===== src/rtl/uart_boot_ctrl.sv =====
// UART boot loader: receives a framed image, writes it into IMEM and releases the core after ACK.
// Define BOOT_CSUM_EN to expect and check a trailing XOR checksum byte.
module uart_boot_ctrl #(
    parameter int IMEM_DEPTH     = 1024,
    parameter int TIMEOUT_CYCLES = 100000
) (
    input  logic        clk,
    input  logic        rst,
    input  logic [7:0]  rx_data,
    input  logic        rx_valid,
    output logic [7:0]  tx_data,
    output logic        tx_valid,
    input  logic        tx_ready,
    output logic        imem_we,
    output logic [31:0] imem_addr,
    output logic [31:0] imem_wdata,
    output logic        core_rst_n,
    output logic        boot_done,
    output logic        boot_err
);
    localparam int TMO_W = $clog2(TIMEOUT_CYCLES + 1);
    localparam logic [TMO_W-1:0] TMO_LAST = TMO_W'(TIMEOUT_CYCLES - 1);
    localparam logic [16:0] DEPTH = 17'(IMEM_DEPTH);
    localparam logic [7:0] SYNC = 8'hA5;
    localparam logic [7:0] ACK  = 8'h06;
    localparam logic [7:0] NAK  = 8'h15;

`ifdef BOOT_CSUM_EN
    typedef enum logic [2:0] {
        S_IDLE, S_LEN_LO, S_LEN_HI, S_DATA, S_CSUM, S_RESP, S_RUN
    } state_e;
`else
    typedef enum logic [2:0] {
        S_IDLE, S_LEN_LO, S_LEN_HI, S_DATA, S_RESP, S_RUN
    } state_e;
`endif

    state_e state_q, state_d;
    logic [15:0] len_q, len_d;
    logic [15:0] word_cnt_q, word_cnt_d;
    logic [1:0] byte_cnt_q, byte_cnt_d;
    logic [23:0] shift_q, shift_d;
    logic [TMO_W-1:0] tmo_q, tmo_d;
    logic [7:0] tx_data_q, tx_data_d;
    logic ok_q, ok_d;
    logic err_q, err_d;
    logic we_q, we_d;
    logic [31:0] addr_q, addr_d;
    logic [31:0] wdata_q, wdata_d;
    logic [15:0] n_rx;
    logic in_load;
`ifdef BOOT_CSUM_EN
    logic [7:0] csum_q, csum_d;
`endif

    assign n_rx = {rx_data, len_q[7:0]};
`ifdef BOOT_CSUM_EN
    assign in_load = (state_q == S_LEN_LO) || (state_q == S_LEN_HI) ||
                     (state_q == S_DATA) || (state_q == S_CSUM);
`else
    assign in_load = (state_q == S_LEN_LO) || (state_q == S_LEN_HI) ||
                     (state_q == S_DATA);
`endif

    always_comb begin
        state_d    = state_q;
        len_d      = len_q;
        word_cnt_d = word_cnt_q;
        byte_cnt_d = byte_cnt_q;
        shift_d    = shift_q;
        tmo_d      = tmo_q;
        tx_data_d  = tx_data_q;
        ok_d       = ok_q;
        err_d      = err_q;
        we_d       = 1'b0;
        addr_d     = addr_q;
        wdata_d    = wdata_q;
`ifdef BOOT_CSUM_EN
        csum_d     = csum_q;
`endif
        // Inter-byte watchdog; any received byte restarts it
        if (in_load) begin
            if (rx_valid) begin
                tmo_d = '0;
            end else if (tmo_q == TMO_LAST) begin
                tmo_d   = '0;
                err_d   = 1'b1;
                state_d = S_IDLE;
            end else begin
                tmo_d = tmo_q + 1'b1;
            end
        end
        unique case (state_q)
            S_IDLE: begin
                if (rx_valid && rx_data == SYNC) begin
                    err_d   = 1'b0;
                    tmo_d   = '0;
`ifdef BOOT_CSUM_EN
                    csum_d  = 8'h00;
`endif
                    state_d = S_LEN_LO;
                end
            end
            S_LEN_LO: begin
                if (rx_valid) begin
                    len_d[7:0] = rx_data;
                    state_d    = S_LEN_HI;
                end
            end
            S_LEN_HI: begin
                if (rx_valid) begin
                    len_d[15:8] = rx_data;
                    if (n_rx == 16'd0 || {1'b0, n_rx} > DEPTH) begin
                        tx_data_d = NAK;
                        ok_d      = 1'b0;
                        err_d     = 1'b1;
                        state_d   = S_RESP;
                    end else begin
                        byte_cnt_d = 2'd0;
                        word_cnt_d = 16'd0;
                        state_d    = S_DATA;
                    end
                end
            end
            S_DATA: begin
                if (rx_valid) begin
                    byte_cnt_d = byte_cnt_q + 2'd1;
`ifdef BOOT_CSUM_EN
                    csum_d = csum_q ^ rx_data;
`endif
                    unique case (byte_cnt_q)
                        2'd0: shift_d[7:0]   = rx_data;
                        2'd1: shift_d[15:8]  = rx_data;
                        2'd2: shift_d[23:16] = rx_data;
                        default: begin
                            we_d       = 1'b1;
                            addr_d     = {14'd0, word_cnt_q, 2'b00};
                            wdata_d    = {rx_data, shift_q};
                            word_cnt_d = word_cnt_q + 16'd1;
                            if (word_cnt_q == len_q - 16'd1) begin
`ifdef BOOT_CSUM_EN
                                state_d = S_CSUM;
`else
                                tx_data_d = ACK;
                                ok_d      = 1'b1;
                                state_d   = S_RESP;
`endif
                            end
                        end
                    endcase
                end
            end
`ifdef BOOT_CSUM_EN
            S_CSUM: begin
                if (rx_valid) begin
                    if (rx_data == csum_q) begin
                        tx_data_d = ACK;
                        ok_d      = 1'b1;
                    end else begin
                        tx_data_d = NAK;
                        ok_d      = 1'b0;
                        err_d     = 1'b1;
                    end
                    state_d = S_RESP;
                end
            end
`endif
            S_RESP: begin
                if (tx_ready) state_d = ok_q ? S_RUN : S_IDLE;
            end
            S_RUN: ;
            default: state_d = S_IDLE;
        endcase
    end

    always_ff @(posedge clk) begin
        if (rst) begin
            state_q    <= S_IDLE;
            len_q      <= '0;
            word_cnt_q <= '0;
            byte_cnt_q <= '0;
            shift_q    <= '0;
            tmo_q      <= '0;
            tx_data_q  <= '0;
            ok_q       <= 1'b0;
            err_q      <= 1'b0;
            we_q       <= 1'b0;
            addr_q     <= '0;
            wdata_q    <= '0;
`ifdef BOOT_CSUM_EN
            csum_q     <= '0;
`endif
        end else begin
            state_q    <= state_d;
            len_q      <= len_d;
            word_cnt_q <= word_cnt_d;
            byte_cnt_q <= byte_cnt_d;
            shift_q    <= shift_d;
            tmo_q      <= tmo_d;
            tx_data_q  <= tx_data_d;
            ok_q       <= ok_d;
            err_q      <= err_d;
            we_q       <= we_d;
            addr_q     <= addr_d;
            wdata_q    <= wdata_d;
`ifdef BOOT_CSUM_EN
            csum_q     <= csum_d;
`endif
        end
    end

    assign tx_data    = tx_data_q;
    assign tx_valid   = (state_q == S_RESP);
    assign imem_we    = we_q;
    assign imem_addr  = addr_q;
    assign imem_wdata = wdata_q;
    assign core_rst_n = (state_q == S_RUN);
    assign boot_done  = (state_q == S_RUN);
    assign boot_err   = err_q;

endmodule

===== config.mk =====
export PLATFORM = sky130hd
export DESIGN_NAME = uart_boot_ctrl
export DESIGN_NICKNAME = d
export VERILOG_FILES = /design/src/rtl/uart_boot_ctrl.sv
export SDC_FILE = /design/constraint.sdc
export NUM_CORES = 1
export LEC_CHECK = 0
export ABC_AREA = 1
export BUFFER_PORTS_ARGS = -buffer_cell sky130_fd_sc_hd__buf_2
export CORE_MARGIN = 8
export CORE_UTILIZATION = 29
export CTS_CLUSTER_SIZE = 14
export DETAILED_ROUTE_END_ITERATION = 12
export GPL_TIMING_DRIVEN = 0
export HOLD_SLACK_MARGIN = 0.1
export MAX_ROUTING_LAYER = met4
export SETUP_SLACK_MARGIN = 0.2
export SKIP_LAST_GASP = 1
export SLEW_MARGIN = 30
export SYNTH_ARGS = -nofsm -noshare
export SYNTH_HDL_FRONTEND = slang
export SYNTH_SLANG_ARGS = --single-unit

===== constraint.sdc =====
create_clock -name clk -period 2.5 [get_ports clk]
set_clock_uncertainty 0.2 [all_clocks]
set_input_delay 0.125 -clock clk [delete_from_list [all_inputs] [get_ports clk]]
set_output_delay 0.125 -clock clk [all_outputs]
set_load 0.01 [all_outputs]

# Word level (Yosys, flattened, before mapping)
# Index checks and enable logic that the tools add are counted.
# word_totals
latchBits	0
ff_bits	137
ramBits	0
rom_bits	0
n_memories	0
wordCells	105
# classes
n_shift	0
n_bitwise	3
muxes	47
eq_ne	16
reduce_logical	19
n_div	0
addsub	4
mul	0
magnitude_cmp	1
# op_table
operator	n
17-bit two-way mux	5
16-bit two-way mux	4
8-bit two-way mux	5
3-bit two-way mux	12
16-bit case mux with 2 select lines	1
3-bit case mux with 6 select lines	1
17-bit by 1-bit adder with 17-bit output (second input constant)	1
17-bit equality test (second input constant)	1
16-bit by 1-bit adder with 16-bit output (second input constant)	1
16-bit equality test	1
16-bit by 11-bit > comparator with 1-bit output (second input constant)	1
16-bit zero test	1
8-bit case mux with 2 select lines	1
16-bit by 1-bit subtractor with 16-bit output (second input constant)	1
1-bit two-way mux	12
3-bit AND reduction	4
8-bit equality test (second input constant)	1
2-bit != test (second input constant)	4
3-bit by 2-bit equality test with 1-bit output (second input constant)	2
3-bit equality test (second input constant)	2
2-bit two-way mux	3
6-bit AND reduction	1
3-bit OR reduction	2
5-bit AND reduction	1
other kinds (15)	22

# Depth between registers and ports, before layout
# Gate-level depths: netlist of run 1.
# logic_depth
word_depth	8
mapped_depth	16

# Worst setup path before layout of run 1
# OpenSTA, ideal clock, no wires.
# synth_timing
kind	reg2reg
start	register len_q[0]
end	register word_cnt_q[10]
setup_slack_ns	0.496
period_less_slack_ns	2.004
n_path_buf	1
stages_incl_launch_ff	15
setup_ns	0.118
required_time_ns	2.182
arrival_ns	1.686
path_cell_list	dfxtp_1 > inv_1 > ha_1 > nand2_2 > nor2_4 > nand3_1 > nand2_1 > nand2_1 > nor2_4 > nand2_2 > nand2_4 > o21ai_2 > buf_2 > nor3_1 > nor2_1
# synth_via
elab_chain_len	4
word_cells_on_any_way	5
# synth_lines
element	line	source
start, declared	39	logic [15:0] len_q, len_d;
start signal, assigned	195	len_q <= len_d;
16-bit by 11-bit > comparator with 1-bit output or 16-bit zero test (tied branches)	113	if (n_rx == 16'd0 || {1'b0, n_rx} > DEPTH) begin
1-bit logical OR (*)	113	
2-bit != test (no source line) (*)	--	
5-bit AND reduction (no source line) (*)	--	
end signal, assigned	196	word_cnt_q <= word_cnt_d;
end, declared	40	logic [15:0] word_cnt_q, word_cnt_d;
# Mark *: on every way between the ends. The rest lies on a longest branch, timed or not.
# A chain may end at the register's enable or synchronous reset.

# Worst setup path after layout of run 1
# layout_timing
start	register len_q[0]
end	register state_q[1]
# layout_via
elab_chain_len	6
word_cells_on_any_way	11
# layout_lines
element	line	source
16-bit by 1-bit subtractor with 16-bit output	140	if (word_cnt_q == len_q - 16'd1) begin
16-bit equality test	140	
3-bit two-way mux	140	
3-bit two-way mux	131	unique case (byte_cnt_q)
3-bit two-way mux	126	if (rx_valid) begin
3-bit case mux with 6 select lines (*)	93	unique case (state_q)
end signal, assigned	194	state_q <= state_d;
end, declared	38	state_e state_q, state_d;
# Marks and branches as above.

==> flow_metrics.py, run 1 <==
metrics = {
    "routing": {
        "drcViolationCount": 0,
        "drt-vias-per-instance": 4.606,
        "drt_iter0_drc": 399,
        "drt-total-wl_um": 18340,
        "vias": 5923,
        "postRouteAntennaNets": 0,
        "drtPass1Iterations": 5,
        "wl_per_cell_um": 14.26,
    },
    "logic_synthesis": {
        "synth_cells": 867,
        "syn_avg_cell_area_sq_um": 7.118,
        "synth-edff-count": 0,
        "synth_ff_type": "dfxtp_1",
        "synth_top_cell_area_share_pct": 42.50,
        "synth.largest_area_cell": "dfxtp_1",
        "synthTopCellsByArea": "dfxtp_1 42%, nor2_1 9.0%, nand2_1 8.0%",
        "synth_seq_area_share_pct": 42.50,
        "synth_seq_cells": 131,
        "yosysWarnings": 0,
        "synth_common_cells": "148 x nor2_1, 132 x nand2_1, 131 x dfxtp_1, 93 x o21ai_0, 87 x a21oi_1",
        "synth_most_common_cell": "nor2_1",
        "ys_async_sr_fraction_pct": 0,
        "synth_cell_types": 37,
        "synth_area_sq_um": 6171,
    },
    "grt": {
        "grt.total_usage_pct": 14.63,
        "antenna_found_initial": 0,
        "grt_pass1_wl_um": 29660,
        "grt_max_degree": 17,
        "overflow": 0,
        "grt_pass1_vias": 5714,
    },
    "critical_path": {
        "endpoint_kind": "register",
        "ff2ff_setup_slack_ns": 0.35,
        "required_ns": 2.62,
        "worst_r2r_path_depth": 12,
        "path_common_cell": "nor2_1",
        "timing.rr.end": "state_q[1]",
        "r2r-start": "len_q[0]",
        "path_buf_inv": 1,
        "cpPeakStageDelay_ns": 0.37,
        "worstPathCellList": "inv_2 -> ha_4 -> xor2_1 -> nand2_1 -> nor2_1 -> nand3_1 -> nor2_1 -> nand2_1 -> nor2_2 -> nand3_1 -> a21oi_1 -> nor2_1",
        "cp_max_fo": 3,
        "path_class": "register to register",
        "worstPathArrival_ns": 2.27,
        "crit_slowest_cell": "dfxtp_1",
        "critPathTopFamily": "simple AND/OR/NAND/NOR gates",
        "cp-start-kind": "register",
    },
    "power_and_ir_drop": {
        "total_power_w": 0.004512,
        "p_per_area_nw_per_um2": 576.8,
        "p_leak_nw": 3.523,
        "peakVddDrop_uv": 273.1,
    },
    "finish": {
        "num-fill-cells": 2226,
        "antennaDiodeCount": 0,
        "ff_latch_area_sq_um": 2625,
        "nets": 1019,
        "area_growth_pct": 26.74,
        "drive_gt1_share_pct": 17.61,
        "multi_input_area_sq_um": 3070,
    },
    "sta": {
        "finalMaxSlewViolations": 0,
        "max_freq_mhz": 464.6,
        "period_needed_ns": 2.152,
        "fin_tns_setup_ns": 0,
        "hold_viol": 0,
        "rsz0062_at_grt": "true",
        "worstMarginPinSlew_ns": 0.6244,
        "post-route-period-util_pct": 86.10,
        "setup_viol": 0,
        "slew-limit-headroom_pct": 58.37,
    },
    "clocking": {
        "cts_tree": "done",
        "numCtsBuffers": 17,
        "h-tree-depth": 4,
        "cts.clk_slew.worst_paths_ns": 0.06,
        "clk_root_buffer_cell": "clkbuf_16",
        "clockBufferDepth": 2,
        "cts_sinks": 131,
        "clock_latency_ns": 0.43,
    },
    "floorplanning": {
        "placeableCoreArea_sq_um": 20960,
        "rows": 53,
        "dieArea_sq_um": 26200,
        "boundaryPins": 89,
        "die_w_um": 161.9,
        "floorplan.initialDensity_pct": 29.45,
        "fp.dieH_um": 161.9,
    },
    "min_path": {
        "worstHoldStart": "rx_data[6]",
        "min_delay_worst_endpoint": "boot_err",
        "hold_depth": 7,
        "hold_class": "primary input to register",
    },
    "outcome": {
        "outcome": "finished, final reports clean",
    },
    "job": {
        "max_cap_violations": 0,
    },
    "placed_design": {
        "dp_hpwl_um": 13480,
        "gp_congestion": 0.9054,
        "port_buffers": 68,
    },
}
## per-stage QoR
| step | area, sq um | util, % | hold WS [ns] | setup slack, ns | std cells |
|---|---|---|---|---|---|
| after floorplan | 6242 | - | 0.05983 | 0.4965 | 886 |
| after detailed placement | 6927 | 33.05 | 0.2141 | 0.04930 | 1229 |
| final | 7821 | 37.32 | 0.1370 | 0.3476 | 1286 |
| after global routing | 7821 | 37.32 | 0.1964 | 0.1972 | 1286 |
| after CTS | 7665 | 36.58 | 0.1178 | 0.2141 | 1279 |
| after global placement | 6927 | 33.05 | 0.2093 | 0.03538 | 1229 |
## cells by family (layout without fill, tap and decap cells)
| kind of cell | count (synthesis) | after routing | share of synthesized area (%) |
|---|---|---|---|
| xor+xnor | 22 | 22 | 3.346 |
| fa+ha+maj | 7 | 7 | 1.419 |
| buf+inv | 138 | 263 | 10.20 |
| simple gates | 360 | 360 | 24.84 |
| compound gates | 208 | 208 | 17.64 |
| other cells | 1 | 20 | 0.06077 |
| flops | 131 | 131 | 42.50 |
## sequential cells by signal, indices dropped and copies added, names as in the netlist
name        flops
boot_err        1
imem_wdata     32
imem_addr      16
shift_q        24
len_q          16
imem_we         1
tx_data         3
byte_cnt_q      2
tmo_q          17
state_q         3
word_cnt_q     16
## area by class of cell
class | instances | area share (%)
buffer | 58 | 4.447
clock buffer | 21 | 5.631
clock inverter | 9 | 1.088
inverter | 80 | 3.839
multi-input combinational | 617 | 39.26
sequential | 131 | 33.56
tap | 275 | 4.399
timing repair buffer | 95 | 7.775
## tightest hold or removal path, cell delays in order
cell and delay [ns]:
buf_2 0.10, inv_1 0.05, nand4_1 0.08, nor3_1 0.09, nand2_1 0.09, o21ai_1 0.06
a21oi_1 0.13
## timing repair
item	CTS	global route
hold buffers	19	0
pin swaps	1	7
endpoints found under the setup margin	36	90
cloned	0	1
hold endpoints to repair	53	0
setup buffers	1	6
resized for setup	7	26
## worst max-delay path by stage
| stage | start | to | slack, ns | cells after the start |
|---|---|---|---|---|
| finish | len_q[0] | state_q[1] | 0.35 | 12 |
| CTS | rx_data[3] | tmo_q[9] | 0.21 | 9 |
| global route | len_q[4] | state_q[1] | 0.20 | 12 |
| global placement | rx_data[3] | tmo_q[9] | 0.04 | 8 |
| floorplan | len_q[0] | word_cnt_q[10] | 0.50 | 14 |
| detailed placement | len_q[0] | state_q[1] | 0.05 | 13 |
## routing by layer
metal | global-route usage [%] | up-vias | share of wire, %
met2 | 23.41 | 119 | 47
met4 | 5.766 | 0 | 1.9
met3 | 4.784 | 27 | 6.7
li1 | - | 3069 | -
met5 | - | - | 0
met1 | 16.74 | 2708 | 44
## layout by cell type (no fill, tap or decap), types with 3 or more instances in the layout
| cell type | n |
|---|---|
| xor2_1 | 13 |
| xnor2_1 | 7 |
| clkinvlp_4 | 3 |
| inv_1 | 67 |
| nand4_1 | 10 |
| nor2_4 | 8 |
| clkbuf_1 | 25 |
| nor2_2 | 9 |
| nor2_1 | 139 |
| o21ai_0 | 93 |
| o21ai_1 | 12 |
| dlygate4sd3_1 | 19 |
| ha_1 | 6 |
| a211oi_1 | 5 |
| a221oi_1 | 3 |
| inv_2 | 12 |
| conb_1 | 20 |
| clkbuf_2 | 3 |
| clkinv_2 | 3 |
| nand3b_1 | 6 |
| dfxtp_1 | 129 |
| a22oi_1 | 3 |
| clkbuf_16 | 18 |
| nand2_1 | 131 |
| nor4_1 | 3 |
| a21oi_1 | 87 |
| nor3_1 | 11 |
| nand3_1 | 36 |
| buf_2 | 73 |
| buf_4 | 30 |
## where the power goes
| part | internal, W | switching [W] | leakage [nW] |
|---|---|---|---|
| registers | 0.00209 | 0.000000182 | 1.06 |
| clock network | 0.00135 | 0.000915 | 0.249 |
| logic | 0.0000599 | 0.0000973 | 2.22 |
| total | 0.00350 | 0.00101 | 3.52 |
(Power assumes the default switching activity.)
==> inputs of run 2 (changes only) <==
--- a/config.mk
+++ b/config.mk
@@ -7,7 +7,6 @@
 export LEC_CHECK = 0
 export ABC_AREA = 1
 export BUFFER_PORTS_ARGS = -buffer_cell sky130_fd_sc_hd__buf_2
-export CORE_MARGIN = 8
 export CORE_UTILIZATION = 29
 export CTS_CLUSTER_SIZE = 14
 export DETAILED_ROUTE_END_ITERATION = 12
==> run 2 against run 1 <==
Maximum frequency decreased by 2.0%. Global-route usage rose by 2.3 points. Sequential power barely moved. Worst hold slack improved by 0.011 ns. Cell area grew 0.34%. Register-to-register slack hardly changed. Power up 3.7%. Combinational power barely moved. Clock power grew 7%. Wire length fell by 3.5%.
==> flow_metrics.py, run 2 (synthesized netlist as in run 1, its figures left out) <==
metrics = {
    "critical_path": {
        "path_common_cell": "nand2_1",
        "worstPathCellList": "dlygate4sd3_1 -> buf_2 -> inv_1 -> nand4_1 -> nor3_1 -> nand2_1 -> nand2_1 -> clkbuf_2 -> nor2_1",
        "required_ns": 2.61,
        "cp_max_fo": 10,
        "cp-start-kind": "primary input",
        "path_class": "primary input to register",
        "critPathTopFamily": "buffers and inverters",
        "r2r-start": "state_q[0]",
        "cpPeakStageDelay_ns": 0.54,
        "worstPathArrival_ns": 2.31,
        "path_buf_inv": 4,
        "worst_r2r_path_depth": 9,
        "ff2ff_setup_slack_ns": 0.35,
        "timing.rr.end": "tmo_q[15]",
        "crit_slowest_cell": "dlygate4sd3_1",
        "endpoint_kind": "register",
    },
    "sta": {
        "max_freq_mhz": 455.2,
        "finalMaxSlewViolations": 0,
        "setup_viol": 0,
        "rsz0062_at_grt": "true",
        "period_needed_ns": 2.197,
        "post-route-period-util_pct": 87.87,
        "worstMarginPinSlew_ns": 0.6728,
        "hold_viol": 0,
        "fin_tns_setup_ns": 0,
        "slew-limit-headroom_pct": 55.14,
    },
    "finish": {
        "antennaDiodeCount": 0,
        "num-fill-cells": 2231,
        "multi_input_area_sq_um": 3067,
        "final_cell_mix": "139 x nor2_1, 132 x nand2_1, 128 x dfxtp_1",
        "area_growth_pct": 27.17,
        "final_common_cell": "nor2_1",
        "fin_util_pct": 38.17,
        "ff_latch_area_sq_um": 2626,
        "drive_gt1_share_pct": 18.28,
        "largest_register_ffs": 32,
        "nets": 1018,
    },
    "clocking": {
        "h-tree-depth": 4,
        "clock_latency_ns": 0.43,
        "cts_sinks": 131,
        "cts.clk_slew.worst_paths_ns": 0.06,
        "clk_root_buffer_cell": "clkbuf_16",
        "clockBufferDepth": 2,
        "numCtsBuffers": 17,
        "cts_tree": "done",
    },
    "floorplanning": {
        "rows": 52,
        "floorplan.initialDensity_pct": 30.01,
        "dieArea_sq_um": 21870,
        "placeableCoreArea_sq_um": 20560,
        "boundaryPins": 89,
        "fp.dieH_um": 147.9,
        "die_w_um": 147.9,
    },
    "grt": {
        "grt_pass1_vias": 5285,
        "top_usage_layer": "met2",
        "grt_pass1_wl_um": 27790,
        "grt.total_usage_pct": 16.89,
        "grt_max_degree": 17,
        "overflow": 0,
        "met2_usage_pct": 26.11,
        "antenna_found_initial": 0,
        "grt_util_met3_pct": 2.840,
        "grtUsageMet1_pct": 22.02,
    },
    "placed_design": {
        "port_buffers": 68,
        "gp_congestion": 0.8831,
        "dp_hpwl_um": 12780,
    },
    "min_path": {
        "hold_depth": 7,
        "worstHoldStart": "rx_data[7]",
        "min_delay_worst_endpoint": "byte_cnt_q[0]",
        "hold_class": "primary input to register",
    },
    "power_and_ir_drop": {
        "p_leak_nw": 3.544,
        "p_per_area_nw_per_um2": 596.2,
        "peakVddDrop_uv": 427.9,
    },
    "routing": {
        "drcViolationCount": 0,
        "drt_iter0_drc": 408,
        "drtPass1Iterations": 5,
        "drt-total-wl_um": 17700,
        "vias": 6059,
        "wl_per_cell_um": 13.81,
        "drt-vias-per-instance": 4.726,
        "postRouteAntennaNets": 0,
    },
    "job": {
        "max_cap_violations": 0,
    },
    "outcome": {
        "outcome": "finished, final reports clean",
    },
}
[run 2: cell types whose count changed in the layout (fill, tap and decap cells not counted), sizes merged]
cell | previous run | this run
inv | 80 | 84
clkinv | 5 | 8
clkbuf | 48 | 42
dlygate4sd3 | 19 | 17
buf | 107 | 110
clkinvlp | 3 | 2
[run 2: stage by stage]
stage                     instances  instance area (sq um)  setup WS [ns]  hold slack, ns  total power [W]
after floorplan                 886                   6242         0.4965         0.05983         0.002216
after global routing           1282                   7848         0.1999          0.1987         0.004823
after detailed placement       1224                   6920        0.08168          0.2214         0.002263
after global placement         1224                   6920         0.1010          0.2141         0.002263
final                          1282                   7848         0.3033          0.1475         0.004678
after CTS                      1274                   7690         0.2140          0.1268         0.004709
[run 2: how the worst max path moves through the flow]
| stage | slack (ns) | start | end | depth (start not counted) |
|---|---|---|---|---|
| 6_report | 0.30 | rx_data[4] | tmo_q[9] | 9 |
| 5_1_grt | 0.20 | len_q[4] | word_cnt_q[8] | 14 |
| 4_1_cts | 0.21 | rx_data[4] | tmo_q[9] | 9 |
| 3_5_place_dp | 0.08 | rx_data[6] | tmo_q[9] | 8 |
| 3_3_place_gp | 0.10 | len_q[0] | state_q[1] | 13 |
| 2_1_floorplan | 0.50 | len_q[0] | word_cnt_q[10] | 14 |
[run 2: layer usage]
layer | routed length (um) | up-vias
li1 | - | 3071
met1 | 8673 | 2836
met2 | 8119 | 132
met3 | 674 | 20
met4 | 237 | 0
met5 | 0 | -
[run 2: worst reg2reg max path, stage by stage, from the launching register on]
cell and delay [ns]:
dfxtp_1 0.39, nor2_1 0.07, nor2_1 0.23, inv_2 0.12, nor2_1 0.21, nand2_1 0.18, inv_2 0.12, buf_2 0.23
o21ai_1 0.10, a211oi_1 0.21
[run 2: timing repair]
| action | CTS | global route |
|---|---|---|
| buffers inserted | 1 | 7 |
| resized for setup | 6 | 25 |
| hold buffers | 17 | 0 |
| endpoints found under the hold margin | 53 | 0 |
| cloned | 0 | 1 |
| pin swaps | 1 | 7 |
| setup endpoints to repair | 26 | 52 |
[run 2: area by class of cell]
class,instances,share of cell area [%]
repair buffers,94,7.589
inverters,80,3.827
clock buffers,17,5.421
clock inverters,15,1.945
plain buffers,58,4.369
flip-flops and latches,131,33.47
multi-input cells,617,39.08
well taps,270,4.305
[run 2: report_power, final]
part           internal, W  switching [W]
clock              0.00139        0.00104
combinational    0.0000576      0.0000961
sequential         0.00209    0.000000176
==> inputs of run 3 (changes only) <==
--- a/config.mk
+++ b/config.mk
@@ -13,6 +13,8 @@
 export GPL_TIMING_DRIVEN = 0
 export HOLD_SLACK_MARGIN = 0.1
 export MAX_ROUTING_LAYER = met4
+export PLACE_DENSITY = 0.57
+export RECOVER_POWER = 100
 export SETUP_SLACK_MARGIN = 0.2
 export SKIP_LAST_GASP = 1
 export SLEW_MARGIN = 30
==> run 3 against run 2 <==
Maximum frequency down 1.1%. Critical path depth up 6. Count of clock-buffer cells in the layout unchanged. Clock power up 5%. Via count down 1.7%. Die area unchanged. Critical path type is now register to register. Largest cell class unchanged.
==> flow_metrics.py, run 3 (synthesized netlist as in run 1, its figures left out) <==
metrics = {
    "placed_design": {
        "dp_hpwl_um": 13040,
        "port_buffers": 68,
        "gp_congestion": 0.8866,
        "dpl_cell_area_sq_um": 6920,
    },
    "critical_path": {
        "required_ns": 2.64,
        "timing.rr.end": "word_cnt_q[12]",
        "worst_r2r_path_depth": 15,
        "cp_max_fo": 6,
        "path_buf_inv": 3,
        "crit_slowest_cell": "dfxtp_1",
        "r2r-start": "len_q[1]",
        "path_class": "register to register",
        "path_common_cell": "nand2_1",
        "worstPathArrival_ns": 2.37,
        "critPathTopFamily": "simple AND/OR/NAND/NOR gates",
        "ff2ff_setup_slack_ns": 0.28,
        "critical_path_depth": 15,
        "cp-start-kind": "register",
        "cpPeakStageDelay_ns": 0.33,
        "endpoint_kind": "register",
        "worstPathCellList": "inv_2 -> ha_4 -> nand2_1 -> nor2_4 -> nand3_1 -> nand2_1 -> nand2_1 -> nor2_4 -> nand2_2 -> nand2_4 -> inv_2 -> nor2_8 -> buf_8 -> nand2_1 -> a21oi_1",
    },
    "clocking": {
        "cts_tree": "done",
        "clk_root_buffer_cell": "clkbuf_16",
        "numCtsBuffers": 17,
        "clockBufferDepth": 2,
        "clock_latency_ns": 0.43,
        "cts_sinks": 131,
        "cts.clk_slew.worst_paths_ns": 0.06,
        "h-tree-depth": 4,
    },
    "finish": {
        "final_cell_mix": "141 x nor2_1, 132 x nand2_1, 129 x dfxtp_1",
        "drive_gt1_share_pct": 11.83,
        "nets": 1020,
        "fin_util_pct": 37.86,
        "finalInstanceArea_sq_um": 7784,
        "ff_latch_area_sq_um": 2625,
        "antennaDiodeCount": 0,
        "multi_input_area_sq_um": 3047,
        "final_common_cell": "nor2_1",
        "area_growth_pct": 26.14,
        "num-fill-cells": 2205,
        "largest_register_ffs": 32,
    },
    "grt": {
        "grtUsageMet1_pct": 21.85,
        "grt_max_degree": 17,
        "top_usage_layer": "met2",
        "grt_pass1_vias": 5496,
        "overflow": 0,
        "grt.total_usage_pct": 17.63,
        "met2_usage_pct": 27.62,
        "antenna_found_initial": 0,
        "grt_util_met3_pct": 3.827,
        "grt_pass1_wl_um": 28880,
    },
    "power_and_ir_drop": {
        "peakVddDrop_uv": 307.7,
        "total_power_w": 0.004800,
        "p_leak_nw": 3.316,
        "p_per_area_nw_per_um2": 616.7,
    },
    "routing": {
        "drtPass1Iterations": 5,
        "postRouteAntennaNets": 0,
        "drt-vias-per-instance": 4.640,
        "wl_per_cell_um": 14.14,
        "vias": 5958,
        "drt-total-wl_um": 18160,
        "drcViolationCount": 0,
        "drt_iter0_drc": 359,
    },
    "floorplanning": {
        "floorplan.initialDensity_pct": 30.01,
        "boundaryPins": 89,
        "placeableCoreArea_sq_um": 20560,
        "die_w_um": 147.9,
        "fp.dieH_um": 147.9,
        "dieArea_sq_um": 21870,
        "rows": 52,
    },
    "sta": {
        "hold_viol": 0,
        "post-route-period-util_pct": 88.85,
        "max_freq_mhz": 450.2,
        "fin_tns_setup_ns": 0,
        "period_needed_ns": 2.221,
        "finalMaxSlewViolations": 0,
        "rsz0062_at_grt": "true",
        "setup_viol": 0,
        "slew-limit-headroom_pct": 55.46,
        "worstMarginPinSlew_ns": 0.6682,
        "whs_ns": 0.1757,
    },
    "min_path": {
        "min_delay_worst_endpoint": "boot_err",
        "worstHoldStart": "rx_data[1]",
        "hold_class": "primary input to register",
        "hold_depth": 7,
    },
    "job": {
        "max_cap_violations": 0,
    },
    "outcome": {
        "outcome": "finished, final reports clean",
    },
}
==> run 3: changes by cell type in the layout (fill, tap and decap cells not counted), sizes merged <==
| cell | delta |
|---|---|
| clkbuf | +59 |
| buf | -57 |
| clkinv | -5 |
| inv | +4 |
| bufinv | +1 |
==> run 3: worst register-to-register path: stages (launching register included) <==
cell     delay [ns]
dfxtp_1        0.33
inv_2          0.07
ha_4           0.14
nand2_1        0.13
nor2_4         0.15
nand3_1        0.08
nand2_1        0.06
nand2_1        0.07
nor2_4         0.14
nand2_2        0.09
nand2_4        0.10
inv_2          0.08
nor2_8         0.18
buf_8          0.14
nand2_1        0.05
a21oi_1        0.13
==> run 3: worst max-delay path by stage <==
stage / end / from
final: word_cnt_q[12] / len_q[1]
after global routing: tx_data[0] / len_q[2]
after global placement: imem_wdata[29] / state_q[2]
after detailed placement: imem_wdata[29] / state_q[2]
after floorplan: word_cnt_q[10] / len_q[0]
after CTS: imem_wdata[0] / state_q[2]
==> run 3: per-layer routing <==
metal	share of wire, %	vias up
li1	-	3076
met1	46	2705
met2	47	150
met3	4.8	27
met4	2.1	0
met5	0	-
==> run 3: layout make-up <==
type                       count  share of cell area, %
clock buffer                  17                  5.465
tap                          270                  4.340
clock inverter                15                  2.138
multi-input combinational    617                  39.14
timing repair buffer          96                  6.944
sequential                   131                  33.72
buffer                        58                  4.388
inverter                      80                  3.858
==> run 3: power by group <==
group / switching [W] / leakage (nW) / internal (W)
clock: 0.00106 / 0.288 / 0.00150
combinational: 0.0000987 / 1.97 / 0.0000550
sequential: 0.000000166 / 1.06 / 0.00209
==> run 3: timing repair <==
item,CTS,global route
gates resized for setup,7,30
hold buffers,17,0
setup endpoints to repair,34,87
setup buffers,1,9
cloned,0,1
pin swaps,1,10
endpoints found under the hold margin,53,0
==> run 3: metrics by stage <==
stage / worst slack [ns] / cells
after global placement: 0.1057 / 1224
after global routing: 0.08732 / 1284
after detailed placement: 0.1163 / 1224
final: 0.2788 / 1284
after floorplan: 0.4965 / 886
after CTS: 0.2084 / 1274
